--- src/rtl/packet_deserializer.sv ---
// Collects four 16-bit beats into a header/addr/data packet with
// valid/ready output, frame checking, resync and error counting.
module packet_deserializer #(
   parameter int ERR_CNT_W = 8
) (
   input  logic                 clock,
   input  logic                 reset,
   input  logic                 in_valid,
   output logic                 in_ready,
   input  logic [15:0]          in_bits,
   input  logic                 in_last,
   output logic [15:0]          inPacket_tx_header,
   output logic [15:0]          inPacket_tx_addr,
   output logic [31:0]          inPacket_tx_data,
   output logic                 out_valid,
   input  logic                 out_ready,
   output logic                 err_pulse,
   output logic [ERR_CNT_W-1:0] err_count
);

   typedef enum logic {
      COLLECT,
      RESYNC
   } stateT;

   stateT       state;
   stateT       stateNext;
   logic [1:0]  cnt;
   logic [1:0]  cntNext;
   logic [15:0] hdrShadow;
   logic [15:0] addrShadow;
   logic [15:0] dataLoShadow;
   logic        beatFire;
   logic        loadOut;
   logic        frameErr;

   // Only the final beat needs the output slot; earlier beats go to shadows.
   assign in_ready = (state == RESYNC) || (cnt != 2'd3)
                   || !out_valid || out_ready;
   assign beatFire = in_valid && in_ready;

   always_comb begin
      stateNext = state;
      cntNext   = cnt;
      loadOut   = 1'b0;
      frameErr  = 1'b0;
      unique case (state)
         COLLECT: begin
            if (beatFire) begin
               if (in_last) begin
                  cntNext = 2'd0;
                  if (cnt == 2'd3) loadOut = 1'b1;
                  else             frameErr = 1'b1;
               end else if (cnt == 2'd3) begin
                  cntNext   = 2'd0;
                  frameErr  = 1'b1;
                  stateNext = RESYNC;
               end else begin
                  cntNext = cnt + 2'd1;
               end
            end
         end
         RESYNC: begin
            if (beatFire && in_last) stateNext = COLLECT;
         end
      endcase
   end

   always_ff @(posedge clock) begin
      if (!reset) begin
         state              <= COLLECT;
         cnt                <= 2'd0;
         hdrShadow          <= '0;
         addrShadow         <= '0;
         dataLoShadow       <= '0;
         inPacket_tx_header <= '0;
         inPacket_tx_addr   <= '0;
         inPacket_tx_data   <= '0;
         out_valid          <= 1'b0;
         err_pulse          <= 1'b0;
         err_count          <= '0;
      end else begin
         state     <= stateNext;
         cnt       <= cntNext;
         err_pulse <= frameErr;
         if (frameErr && (err_count != {ERR_CNT_W{1'b1}}))
            err_count <= err_count + 1'b1;
         if (beatFire && (state == COLLECT) && !in_last) begin
            if (cnt == 2'd0) hdrShadow    <= in_bits;
            if (cnt == 2'd1) addrShadow   <= in_bits;
            if (cnt == 2'd2) dataLoShadow <= in_bits;
         end
         if (loadOut) begin
            inPacket_tx_header <= hdrShadow;
            inPacket_tx_addr   <= addrShadow;
            inPacket_tx_data   <= {in_bits, dataLoShadow};
            out_valid          <= 1'b1;
         end else if (out_ready) begin
            out_valid <= 1'b0;
         end
      end
   end

endmodule

--- config.mk ---
export PLATFORM = sky130hd
export DESIGN_NAME = packet_deserializer
export DESIGN_NICKNAME = d
export VERILOG_FILES = /design/src/rtl/packet_deserializer.sv
export SDC_FILE = /design/constraint.sdc
export NUM_CORES = 1
export LEC_CHECK = 0
export ABC_AREA = 1
export CORE_MARGIN = 2
export CORE_UTILIZATION = 50
export DETAILED_ROUTE_END_ITERATION = 10
export PLACE_DENSITY = 0.81
export SLEW_MARGIN = 20
export SYNTH_ARGS = -nofsm -noshare
export SYNTH_HDL_FRONTEND = slang
export SYNTH_SLANG_ARGS = --single-unit
--- constraint.sdc ---
create_clock -name clock -period 1.92 [get_ports clock]
set_input_delay 0.384 -clock clock [delete_from_list [all_inputs] [get_ports clock]]
set_output_delay 0.384 -clock clock [all_outputs]
set_load 0.005 [all_outputs]
==> results of run 1 <==
cell type report:
type	instances	area share, %
clock inverter	15	2.10
inverter	40	2.31
multi-input combinational	473	32.4
sequential	125	37.9
timing repair buffer	110	16.5
tap	133	2.51
clock buffer	17	6.26
registers in the layout (all words and copies together) (netlist names):
name / flops
inPacket_tx_addr: 16
err_pulse: 1
addrShadow: 16
err_count: 8
inPacket_tx_data: 32
cnt: 2
out_valid: 1
inPacket_tx_header: 16
hdrShadow: 16
dataLoShadow: 16
state: 1
cells in the mapped netlist:
cell,count
nor2_1,242
dfxtp_1,125
nand2_1,76
nand3_1,59
o21ai_0,54
inv_1,36
buf_6,16
o21ai_1,13
clkbuf_1,11
a21oi_1,9
buf_2,8
ha_1,7
buf_1,6
nor2_8,3
xor2_1,3
inv_2,2
nor2_2,2
clkinv_1,1
inv_4,1
nand2_2,1
nand2_8,1
nand3_4,1
nand4_1,1
nor2_4,1
power by group:
group / internal [W] / switching (W) / total, W
clock network: 0.00173 / 0.00121 / 0.00294
registers: 0.00264 / 0.0000309 / 0.00267
logic: 0.000133 / 0.000222 / 0.000355
logic make-up after synthesis:
| logic type | synth area share, % |
|---|---|
| XOR/XNOR | 0.520 |
| AND/OR/NAND/NOR | 32.1 |
| flip-flops | 49.5 |
| adder cells (fa/ha/maj) | 1.73 |
| buffers and inverters | 8.64 |
| AO/OA/AOI/OAI | 7.52 |
timing repair:
item	in CTS	in global routing
setup buffers	2	1
gates cloned	0	0
pin swaps	1	0
endpoints found under the hold margin	0	0
gates resized for setup	7	6
endpoints found under the setup margin	1	36
hold buffers	0	0
metal layers:
metal	routed length (µm)	GRT usage [%]	up-vias
li1	-	-	2309
met1	5390	29.4	2202
met2	6600	42.3	156
met3	816	6.43	32
met4	312	11.2	0
met5	0	0	-
per-stage QoR:
step / hold WS (ps) / setup TNS, ps / power [W] / utilization, %
3_3_place_gp: 453 / 0 / 0.00306 / 61.5
3_5_place_dp: 458 / -156 / 0.00307 / 61.5
4_1_cts: 285 / 0 / 0.00598 / 67.5
6_report: 309 / 0 / 0.00597 / 67.7
5_1_grt: 315 / 0 / 0.00616 / 67.7
2_1_floorplan: 440 / 0 / 0.00294 / -
final timing paths:
path / slack (ps) / to / cells past startpoint / start
min reg2reg: 470 / hdrShadow[9]$_SDFFE_PN0P_ / 2 / hdrShadow[9]$_SDFFE_PN0P_
max reg2reg: 170 / dataLoShadow[9]$_SDFFE_PN0P_ / 11 / cnt[1]$_SDFFE_PN0P_
max: 50 / err_count[5] / 1 / err_count[5]$_SDFFE_PN0P_
min: 310 / cnt[1]$_SDFFE_PN0P_ / 3 / reset
==> metrics.md, run 1 <==
| Metric | Value |
|---|---|
| Total track usage | 24.9% |
| Achievable frequency | ~530 MHz |
| Layout cell share with drive strength beyond 1 | 8.85% |
| WP buf/inv | 1 |
| Overall routed net length | between 10000 and 15000 µm |
| Crit path kind | flop to primary output |
| GPL Wtd Cong | around 0.82 |
| Fin. max-slew vios | 0 |
| Max Cap Viol | 0 |
| Max_slew headroom | between 60% and 70% |
| Layout Cells excl Fill | 913 |
| Syn Nets | 707 |
| Later-pin clock latency in the skew report | approximately 520 ps |
| Max FO, Critical Path | 6 |
| Synth Instances | about 680 |
| Pwr Density | roughly 900 nW/µm² |
| Largest net degree at the start of global routing | 51 |
| Vias per inst | roughly 5.1 |
| Global route overflow | 0 |
| CTS buffer count | 17 |
| Design Area, Final | approximately 6600 µm² |
| CTS tree | built |
| Num ports | 96 |
| Top delay family on crit path | buffers and inverters |
| Multi-input gate area | 2140 µm² |
| Yosys top cell area share | approximately half |
| Hold crit path type | primary input to flop |
| Placed insts | about 880 |
| Dpl hpwl | 8550 µm |
| Leading area contributor after synthesis | dfxtp_1 |
| Placement-stage cell area | about 6000 µm² |
| Clock skew | roughly 6.0 ps |
| Peak VDD IR | ~0.00069 V |
| First-pass GRT wire length | 21900 µm |
| Startpoint Class | flop |
| Final setup viols | 0 |
| Leak | between 2 and 3 nW |
| Root buffer cell | clkbuf_8 |
| Worst-case clock buffer depth | 2 |
| CP endpoint kind | primary output |
| Fillcell total | about 810 |
| #FFs+latches synth | about 130 |
| Final net count | 795 |
| Drt first pass iters | 6 |
| Die width | 105 µm |
| Commonest non-fill, non-tap cell in the layout | nor2_1 |
| Fin crit period | between 1500 and 2000 ps |
| Top post-synthesis cells by area | dfxtp_1 49%, nor2_1 18%, nand3_1 5.8% |
| Final worst slack | roughly 49 ps |
| Final hold violation count | 0 |
| Residual DRC | 0 |
| Routed vias | 4699 |
| Status | finished, final reports clean |
| Buffers on Ports | 95 |
| Slowest stage cell, crit path | clkdlybuf4s50_1 |
| Mapped Area | ~5000 µm² |
| Die height | between 100 and 150 µm |
| Data required time of the worst path | ~1500 ps |
| Synth Warn # | 0 |
| Synth Area per Inst | around 7.4 µm² |
| CP cell instances | clkdlybuf4s50_1 |
| Register area share after synthesis | ~49% |
| RSZ-0062 raised after global routing | false |
| DRT iter0 DRCs | 471 |
| Worst Path Arrival | between 1000 and 1500 ps |
| Area of the core | approximately 9800 µm² |
| Clk sinks | 125 |
| H-tree Lvls | 4 |
| Slowest stage delay, CP | 540 ps |
| Row cnt | 36 |
| Routed Antenna Nets | 0 |
| Die Area | 10900 µm² |
| Worst Tran Pin Value | between 400 and 500 ps |
| Area grow syn2layout | 30.9% |
| Routed len/inst | 14.4 µm |
| Most frequent cells in the layout | 241 x nor2_1, 120 x dfxtp_1, 93 x clkdlybuf4s50_1, 76 x nand2_1, 59 x nand3_1 |
| CTS clock-pin slew for the worst setup and hold paths | ~60 ps |
| Pre-CTS setup slack | -41.4 ps |
| Initial antenna violation count | 0 |
| # diodes | 0 |
| Number of global-route vias before repair | around 4700 |
| Register area | 2510 µm² |
| Final period util | between 90% and 100% |
| Initial core utilization | approximately half |
| Netlist cell types | 24 |
No activity file was read; power rests on OpenSTA's default activity.
==> run 2, diff against run 1 <==
ABC_CLOCK_PERIOD_IN_PS = 1920   (was not set)
CAP_MARGIN = 25   (was not set)
==> results of run 2 <==
Final layout, timing and power as in run 1 (identical DEF).
